[config.mk]
export PLATFORM = sky130hd
export DESIGN_NAME = system_exec
export DESIGN_NICKNAME = d
export VERILOG_FILES = /design/src/rtl/instr_type_pkg.sv /design/src/rtl/csr_regfile.sv /design/src/rtl/system_exec.sv
export SDC_FILE = /design/constraint.sdc
export NUM_CORES = 1
export LEC_CHECK = 0
export ABC_CLOCK_PERIOD_IN_PS = 6630
export CORE_MARGIN = 1
export CORE_UTILIZATION = 58
export CTS_CLUSTER_SIZE = 16
export DETAILED_ROUTE_END_ITERATION = 10
export PLACE_DENSITY = 0.77
export SYNTH_ARGS = -nofsm -noshare
export SYNTH_HDL_FRONTEND = slang
export SYNTH_HIERARCHICAL = 1
export SYNTH_SLANG_ARGS = --single-unit
[constraint.sdc]
create_clock -name clk -period 6.63 [get_ports clk]
set_clock_uncertainty 0.1 [all_clocks]
set_input_delay 0.9945 -clock clk [delete_from_list [all_inputs] [get_ports clk]]
set_output_delay 0.9945 -clock clk [all_outputs]
set_load 0.02 [all_outputs]
[src/rtl/instr_type_pkg.sv]
// Shared types for the SYSTEM execute slice: instruction kinds, CSR addresses,
// trap causes and the execute FSM states.
package instr_type_pkg;

   typedef enum logic [3:0] {
      SYSK_INVALID = 4'd0,
      SYSK_ECALL   = 4'd1,
      SYSK_EBREAK  = 4'd2,
      SYSK_CSRRW   = 4'd3,
      SYSK_CSRRS   = 4'd4,
      SYSK_CSRRC   = 4'd5,
      SYSK_CSRRWI  = 4'd6,
      SYSK_CSRRSI  = 4'd7,
      SYSK_CSRRCI  = 4'd8
   } system_kind_t;

   typedef enum logic [1:0] {
      ST_IDLE = 2'd0,
      ST_EXEC = 2'd1,
      ST_RESP = 2'd2
   } exec_state_t;

   localparam logic [11:0] CSR_MTVEC    = 12'h305;
   localparam logic [11:0] CSR_MSCRATCH = 12'h340;
   localparam logic [11:0] CSR_MEPC     = 12'h341;
   localparam logic [11:0] CSR_MCAUSE   = 12'h342;
   localparam logic [11:0] CSR_MCYCLE   = 12'hB00;
   localparam logic [11:0] CSR_MCYCLEH  = 12'hB80;

   localparam logic [31:0] CAUSE_ILLEGAL = 32'd2;
   localparam logic [31:0] CAUSE_EBREAK  = 32'd3;
   localparam logic [31:0] CAUSE_ECALL   = 32'd11;

endpackage

[src/rtl/csr_regfile.sv]
// Machine-mode CSR storage: mtvec/mscratch/mepc/mcause, free-running 64-bit
// mcycle, combinational read mux with address-valid flag and one write port.
module csr_regfile
   import instr_type_pkg::*;
#(
   parameter int          XLEN        = 32,
   parameter logic [31:0] MTVEC_RESET = 32'h0000_0100
) (
   input  logic            clk,
   input  logic            rst,
   input  logic [11:0]     addr,
   output logic [XLEN-1:0] rd_data,
   output logic            addr_ok,
   input  logic            wr_en,
   input  logic [XLEN-1:0] wr_data,
   input  logic            trap_en,
   input  logic [XLEN-1:0] trap_pc,
   input  logic [XLEN-1:0] trap_cause,
   output logic [XLEN-1:0] mtvec
);

   localparam logic [XLEN-1:0] ALIGN_MASK = {{(XLEN-2){1'b1}}, 2'b00};

   logic [XLEN-1:0] mtvec_r;
   logic [XLEN-1:0] mscratch_r;
   logic [XLEN-1:0] mepc_r;
   logic [XLEN-1:0] mcause_r;
   logic [63:0]     mcycle_r;
   logic [63:0]     cycle_inc;
   logic [63:0]     cycle_d;

   // Low alignment bits are stored but always read back as zero.
   assign mtvec     = mtvec_r & ALIGN_MASK;
   assign cycle_inc = mcycle_r + 64'd1;

   // Read mux and address decode.
   always_comb begin
      rd_data = '0;
      addr_ok = 1'b1;
      case (addr)
         CSR_MTVEC:    rd_data = mtvec_r & ALIGN_MASK;
         CSR_MSCRATCH: rd_data = mscratch_r;
         CSR_MEPC:     rd_data = mepc_r & ALIGN_MASK;
         CSR_MCAUSE:   rd_data = mcause_r;
         CSR_MCYCLE:   rd_data = mcycle_r[31:0];
         CSR_MCYCLEH:  rd_data = mcycle_r[63:32];
         default:      addr_ok = 1'b0;
      endcase
   end

   // A write to one counter half overrides it; the other half keeps the carry.
   always_comb begin
      if (wr_en && (addr == CSR_MCYCLE)) begin
         cycle_d = {cycle_inc[63:32], wr_data};
      end else if (wr_en && (addr == CSR_MCYCLEH)) begin
         cycle_d = {wr_data, cycle_inc[31:0]};
      end else begin
         cycle_d = cycle_inc;
      end
   end

   // CSR storage, trap capture and cycle counter.
   always_ff @(posedge clk or posedge rst) begin
      if (rst) begin
         mtvec_r    <= MTVEC_RESET;
         mscratch_r <= '0;
         mepc_r     <= '0;
         mcause_r   <= '0;
         mcycle_r   <= 64'd0;
      end else begin
         mcycle_r <= cycle_d;
         if (trap_en) begin
            mepc_r   <= trap_pc;
            mcause_r <= trap_cause;
         end else if (wr_en) begin
            case (addr)
               CSR_MTVEC:    mtvec_r    <= wr_data;
               CSR_MSCRATCH: mscratch_r <= wr_data;
               CSR_MEPC:     mepc_r     <= wr_data;
               CSR_MCAUSE:   mcause_r   <= wr_data;
               default:      mtvec_r    <= mtvec_r;
            endcase
         end
      end
   end

endmodule

[src/rtl/system_exec.sv]
// Execute-stage unit for decoded RV32I SYSTEM instructions: CSR read-modify-write
// and ecall/ebreak/illegal-access traps behind valid/ready request and response.
module system_exec
   import instr_type_pkg::*;
#(
   parameter int          XLEN        = 32,
   parameter logic [31:0] MTVEC_RESET = 32'h0000_0100
) (
   input  logic            clk,
   input  logic            rst,
   input  logic            req_valid,
   output logic            req_ready,
   input  system_kind_t    kind,
   input  logic [11:0]     csr_addr,
   input  logic [4:0]      rd,
   input  logic [4:0]      rs1,
   input  logic [XLEN-1:0] rs1_val,
   input  logic [XLEN-1:0] pc,
   output logic            resp_valid,
   input  logic            resp_ready,
   output logic            rd_we,
   output logic [XLEN-1:0] rd_data,
   output logic            trap,
   output logic [XLEN-1:0] trap_target
);

   exec_state_t     state;
   system_kind_t    kind_r;
   logic [11:0]     addr_r;
   logic [4:0]      rd_r;
   logic [4:0]      rs1_r;
   logic [XLEN-1:0] rs1_val_r;
   logic [XLEN-1:0] pc_r;

   logic [XLEN-1:0] old_val;
   logic [XLEN-1:0] new_val;
   logic [XLEN-1:0] zimm;
   logic [XLEN-1:0] cause;
   logic [XLEN-1:0] mtvec;
   logic            addr_ok;
   logic            is_csr;
   logic            wr_req;
   logic            trap_now;
   logic            csr_wr;
   logic            trap_en;

   assign zimm     = {{(XLEN-5){1'b0}}, rs1_r};
   assign trap_now = !is_csr || !addr_ok;
   assign csr_wr   = (state == ST_EXEC) && !trap_now && wr_req;
   assign trap_en  = (state == ST_EXEC) && trap_now;

   csr_regfile #(
      .XLEN        (XLEN),
      .MTVEC_RESET (MTVEC_RESET)
   ) u_csr (
      .clk        (clk),
      .rst        (rst),
      .addr       (addr_r),
      .rd_data    (old_val),
      .addr_ok    (addr_ok),
      .wr_en      (csr_wr),
      .wr_data    (new_val),
      .trap_en    (trap_en),
      .trap_pc    (pc_r),
      .trap_cause (cause),
      .mtvec      (mtvec)
   );

   // Read-modify-write value; set/clear with a zero source are read-only.
   always_comb begin
      is_csr  = 1'b1;
      wr_req  = 1'b1;
      new_val = old_val;
      case (kind_r)
         SYSK_CSRRW:  new_val = rs1_val_r;
         SYSK_CSRRS:  begin new_val = old_val | rs1_val_r;  wr_req = (rs1_r != 5'd0); end
         SYSK_CSRRC:  begin new_val = old_val & ~rs1_val_r; wr_req = (rs1_r != 5'd0); end
         SYSK_CSRRWI: new_val = zimm;
         SYSK_CSRRSI: begin new_val = old_val | zimm;       wr_req = (rs1_r != 5'd0); end
         SYSK_CSRRCI: begin new_val = old_val & ~zimm;      wr_req = (rs1_r != 5'd0); end
         default:     begin is_csr = 1'b0;                  wr_req = 1'b0; end
      endcase
   end

   // Trap cause selection.
   always_comb begin
      if (kind_r == SYSK_ECALL) begin
         cause = CAUSE_ECALL;
      end else if (kind_r == SYSK_EBREAK) begin
         cause = CAUSE_EBREAK;
      end else begin
         cause = CAUSE_ILLEGAL;
      end
   end

   // IDLE -> EXEC -> RESP handshake FSM with registered outputs.
   always_ff @(posedge clk or posedge rst) begin
      if (rst) begin
         state       <= ST_IDLE;
         req_ready   <= 1'b1;
         resp_valid  <= 1'b0;
         rd_we       <= 1'b0;
         rd_data     <= '0;
         trap        <= 1'b0;
         trap_target <= '0;
         kind_r      <= SYSK_INVALID;
         addr_r      <= 12'd0;
         rd_r        <= 5'd0;
         rs1_r       <= 5'd0;
         rs1_val_r   <= '0;
         pc_r        <= '0;
      end else begin
         case (state)
            ST_IDLE: begin
               if (req_valid) begin
                  kind_r    <= kind;
                  addr_r    <= csr_addr;
                  rd_r      <= rd;
                  rs1_r     <= rs1;
                  rs1_val_r <= rs1_val;
                  pc_r      <= pc;
                  req_ready <= 1'b0;
                  state     <= ST_EXEC;
               end
            end
            ST_EXEC: begin
               resp_valid  <= 1'b1;
               trap        <= trap_now;
               trap_target <= trap_now ? mtvec : '0;
               rd_we       <= !trap_now && (rd_r != 5'd0);
               rd_data     <= trap_now ? '0 : old_val;
               state       <= ST_RESP;
            end
            ST_RESP: begin
               if (resp_ready) begin
                  resp_valid <= 1'b0;
                  rd_we      <= 1'b0;
                  trap       <= 1'b0;
                  req_ready  <= 1'b1;
                  state      <= ST_IDLE;
               end
            end
            default: begin
               resp_valid <= 1'b0;
               req_ready  <= 1'b1;
               state      <= ST_IDLE;
            end
         endcase
      end
   end

endmodule

; ---- Yosys cells after proc, flatten, opt, wreduce, memory -nomap -nowiden
; Cells that the tools add are included.
[totals]
input_bits = 94
regBits = 352
out_inout_bits = 68
[classes]
add_sub_neg = 1
muxes = 27
n_bitwise = 9
eq_ne = 18
n_reduce_logical = 30
[op_table]
columns = operator, n
row1 = $pmux 32 s6, 2
row2 = $mux 32, 8
row3 = $mux 64, 2
row4 = $add 64x1->64 const B, 1
row5 = $and 32x32->32, 2
row6 = $eq 12x10->1 const B, 4
row7 = $not 32->32, 1
row8 = $not 5->32, 1
row9 = $or 32x32->32, 1
row10 = $or 32x5->32, 1
row11 = $eq 12x12->1 const B, 2
row12 = $eq 4x3->1 const B, 4
row13 = $reduce_and 2->1, 6
row14 = $reduce_or 6->1, 2
row15 = $reduce_bool 5->1, 2
row16 = $reduce_and 3->1, 3
row17 = $eq 4x2->1 const B, 2
row18 = $reduce_bool 2->1, 4
row19 = $logic_and 1x1->1, 6
row20 = $mux 1, 6
row21 = $pmux 1 s2, 3
row22 = $pmux 1 s3, 2
row23 = $pmux 2 s3, 1
row24 = $eq 4x1->1 const B, 1
row25 = 12 further kinds, 18

; ---- Logic depth before layout (Yosys ltp)
[logic_depth]
word_depth = 11
depth_mapped = 15

; ---- Cells and area by module
; Netlist, hierarchy kept.
[by_module_without_submodules]
columns = mod, n_inst, cells_per_inst, area_each_um2
row1 = csr_regfile, 1, 1037, 10082.2
row2 = system_exec, 1, 789, 8052.7

; ---- Least setup slack after synthesis
; OpenSTA, ideal clock, no wires.
[synth_path]
kind = reg-to-reg
start = register addr_r[10]
end = register u_csr.mcause_r[21]
stages_incl_launch_ff = 12
t_arrival_ns = 3.811
setup_ns = 0.083
setup_slack_ns = 2.636
n_path_buf = 1
cell_sequence = dfrtp_1 or2_2 or4_1 nor3_1 clkbuf_1 a22oi_1 nand3_1 a21boi_0 o22ai_1 a2111oi_0 mux2i_1 o21ai_0
[synth_lines]
columns = element, line
row1 = start: declaration, system_exec.sv:29  ; logic [11:0] addr_r;
row2 = start signal: assignment, system_exec.sv:117  ; addr_r <= csr_addr;
row3 = $eq 12x12->1 / $eq 12x10->1 (equally long branches), csr_regfile.sv:40  ; case (addr)
row4 = $pmux 32 s6 *, csr_regfile.sv:40
row5 = named net old_val[21], system_exec.sv:35  ; logic [XLEN-1:0] old_val;
row6 = $and 32x32->32 (tied with other cells), system_exec.sv:80  ; SYSK_CSRRCI: begin new_val = old_val & ~zimm; wr_req = (rs1_r != 5'd0); end
row7 = $pmux 32 s6 *, system_exec.sv:74  ; case (kind_r)
row8 = named net new_val[21], system_exec.sv:36  ; logic [XLEN-1:0] new_val;
row9 = $mux 32 *, csr_regfile.sv:76  ; case (addr)
row10 = $mux 32 *, csr_regfile.sv:75  ; end else if (wr_en) begin
row11 = $mux 32 *, csr_regfile.sv:72  ; if (trap_en) begin
row12 = end signal: assignment, csr_regfile.sv:74  ; mcause_r <= trap_cause;
row13 = end signal: assignment, csr_regfile.sv:80  ; CSR_MCAUSE: mcause_r <= wr_data;
row14 = end: declaration, csr_regfile.sv:27  ; logic [XLEN-1:0] mcause_r;
; Mark *: on every way through the listed nets, which the timed path passes. The rest lies on a longest branch. The select of a mux whose other input is x is not followed.
; A chain may end at the register's enable or synchronous reset.

; ---- Final worst setup path
[layout_path]
start = register addr_r[7]
end = register u_csr.mscratch_r[17]
[layout_lines]
columns = element, line
row1 = $eq 12x10->1 / $eq 12x12->1 (equally long branches), csr_regfile.sv:40
row2 = $reduce_or 6->1 (no source line) *, --
row3 = $mux 1 *, csr_regfile.sv:40
row4 = named net addr_ok, system_exec.sv:40  ; logic addr_ok;
row5 = $logic_not 1->1 *, system_exec.sv:48  ; assign trap_now = !is_csr || !addr_ok;
row6 = $logic_or 1x1->1 *, system_exec.sv:48
row7 = $logic_and 1x1->1 *, system_exec.sv:50  ; assign trap_en = (state == ST_EXEC) && trap_now;
row8 = named net trap_en, system_exec.sv:45  ; logic trap_en;
row9 = $not 1->1 (no source line) *, --
row10 = $reduce_and 3->1 (no source line) *, --
row11 = end signal: assignment, csr_regfile.sv:78  ; CSR_MSCRATCH: mscratch_r <= wr_data;
row12 = end: declaration, csr_regfile.sv:25  ; logic [XLEN-1:0] mscratch_r;
; Mark *: on every way through the listed nets, which the timed path passes. The rest lies on a longest branch.

==> results.md <==
* Outcome: completed
* Avg Cell Area, Syn at 9.91 sq um
* Non-Filler Instances at 2384
* TritonCTS clock tree: yes
* Final Cycle Share at 71.5%
* Hold Buf Count CTS at 0
* Leakage at 9.45 nW
* WP data arrival at 5.04 ns
* Number of max-cap violations at 0
* DR vias at 15300
* Gate Count Post-Synth at 1822
* CTS Buffer Depth at 3
* Final TNS setup at 0 ns
* # rows at 64
* Worst-skew pair later-pin latency at 0.53 ns
* Final Setup Violations at 0
* GRT overflow at 0
* Hold WC Path Type: reg -> reg
* Routed wl met2 at 23.5 mm
* Fraction of layout cells with a size suffix above 1 at 17.8%
* Diode count at 0
* Max-slew headroom at 8.64%
* Io pins at 162
* WL/cell at 22.4 um
* Max Transition Viols Final at 0
* 1st-iter DRT viols at 1938
* Clock Tree Root: clkbuf_16
* Core Area at 0.0306 sq mm
* Routed wl met3 at 5.49 mm
* Area delta synth->final at 18.1%
* Initial Utilization at 59.0%
* Antenna violations before repair at 0
* Vias per inst at 6.42
* Post-Syn Area at 0.0181 sq mm
* RSZ-0062 raised after global routing: no
* Top sig layer: met4
* PwrDens at 348 mW/mm^2
* Residual DRC at 0
* H-tree depth at 2
* Fmax at 211 MHz
* Setup Fix Bufs, Post-CTS at 0
* Fin crit period at 4.74 ns
* Worst-path clk slew at 0.06 ns
* Hpwl dp at 36.2 mm
* Total wire length at 53.4 mm
* DRT antenna net count at 0
* Buffers added on ports at 159
* CTS Sinks at 346
* Largest fanout on the critical path at 41
* Placed Instances at 2319
* First-pass GRT wire length at 81.5 mm
* WP data required at 6.93 ns
* Critical path endpoint category: register
* Die area at 0.0319 sq mm
* Tot Pwr at 0.00742 W
* Synth warnings at 6
* Global Route Usage Sum at 33.5%
* First-pass DRT Iterations at 7
* Met1 Wirelength at 22.9 mm
* Hold violation count in the final report at 0
* TritonCTS buffer count at 38
* Critical Path Start Type: register
* Layout Nets at 2058
* Peak supply drop at 0.188 mV
* GP Congestion at 0.886
* Die Width at 178 um
* Slew of the pin with the lowest slew margin at 1.37 ns
* Vias in the first global route at 14200
* Chip Height at 178 um
* Largest net degree at the start of global routing at 189
* Resized Gates After CTS at 0
* Kind of critical path: reg -> reg
==> metrics by stage <==
stage                     area (sq um)  hold slack [ns]  utilization (%)  setup WS (ns)
final                            21300            0.374             69.8           1.89
after global routing             21300            0.401             69.8           1.68
after CTS                        21300            0.380             69.8           1.92
after detailed placement         20100            0.367             65.7           1.96
after global placement           20100            0.361             65.7           2.05
after floorplan                  18200            0.346                -          0.423
==> final cells by class <==
type | instances | area, sq um
inverters | 15 | 66.3
fillers | 2281 | 9250
multi-input cells | 1352 | 8880
flip-flops and latches | 346 | 8660
clock inverters | 7 | 88.8
repair buffers | 210 | 1990
clock buffers | 58 | 1160
well taps | 396 | 495
==> placed cells by master, fill, tap and decap left out, drive strengths merged, types with 6 or more instances in the layout <==
master and n:
a2111oi 26, a21boi 26, a21oi 112, a222oi 45, a22oi 18, a31oi 11
and2 14, and3 21, and4 14, buf 51, clkbuf 58, clkdlybuf4s50 159
conb 32, dfrtp 344, inv 16, mux2 149, mux2i 73, nand2 276
nand3 50, nand4 25, nor2 104, nor3 18, nor4 24, o21ai 138
o22ai 26, o31ai 6, or2 27, or3 14, or3b 9, or4 9
xnor2 26, xor2 16
==> power breakdown <==
group / leakage (nW) / internal, W / switching (W)
sequential: 4.50 / 0.00260 / 0.000414
combinational: 4.33 / 0.000925 / 0.00136
clock: 0.618 / 0.00128 / 0.000846
total: 9.45 / 0.00480 / 0.00262
==> path summary, 6_finish.rpt <==
path,start,end,slack [ns],cells after the start
max,addr_r[7],u_csr/mscratch_r[17],1.89,11
min,rd_data[3],rd_data[3],0.37,2
max reg2reg,addr_r[7],u_csr/mscratch_r[17],1.89,11
min reg2reg,rd_data[3],rd_data[3],0.37,2
max in group asynchronous,rst,rd_data[27],4.39,3
min in group asynchronous,rst,addr_r[5],0.93,2
==> sequential cells by signal (all words and copies together), names as in the netlist, 12 cells and up <==
signal	cells
pc_r	30
trap_target	32
u_csr/mepc_r	30
addr_r	12
rs1_val_r	32
rd_data	32
u_csr/mscratch_r	32
u_csr/mtvec_r	30
u_csr/mcause_r	32
u_csr/mcycle_r	64
==> layer usage <==
metal / vias to the layer above / GRT usage [%]
met2: 768 / 49.0
met5: - / 0
met4: 0 / 10.3
met3: 95 / 7.67
li1: 6891 / -
met1: 7552 / 49.3
==> critical path, cell delays in order (launching register included) <==
cell      delay (ns)
dfrtp_1         0.51
or3b_2          0.60
nor4_2          0.29
buf_4           0.42
or3_1           0.25
and2_2          0.16
buf_4           0.53
nor2_4          0.07
buf_4           0.27
nand3b_1        0.59
buf_4           0.46
mux2_2          0.32
Power figures use the tool's default switching activity.
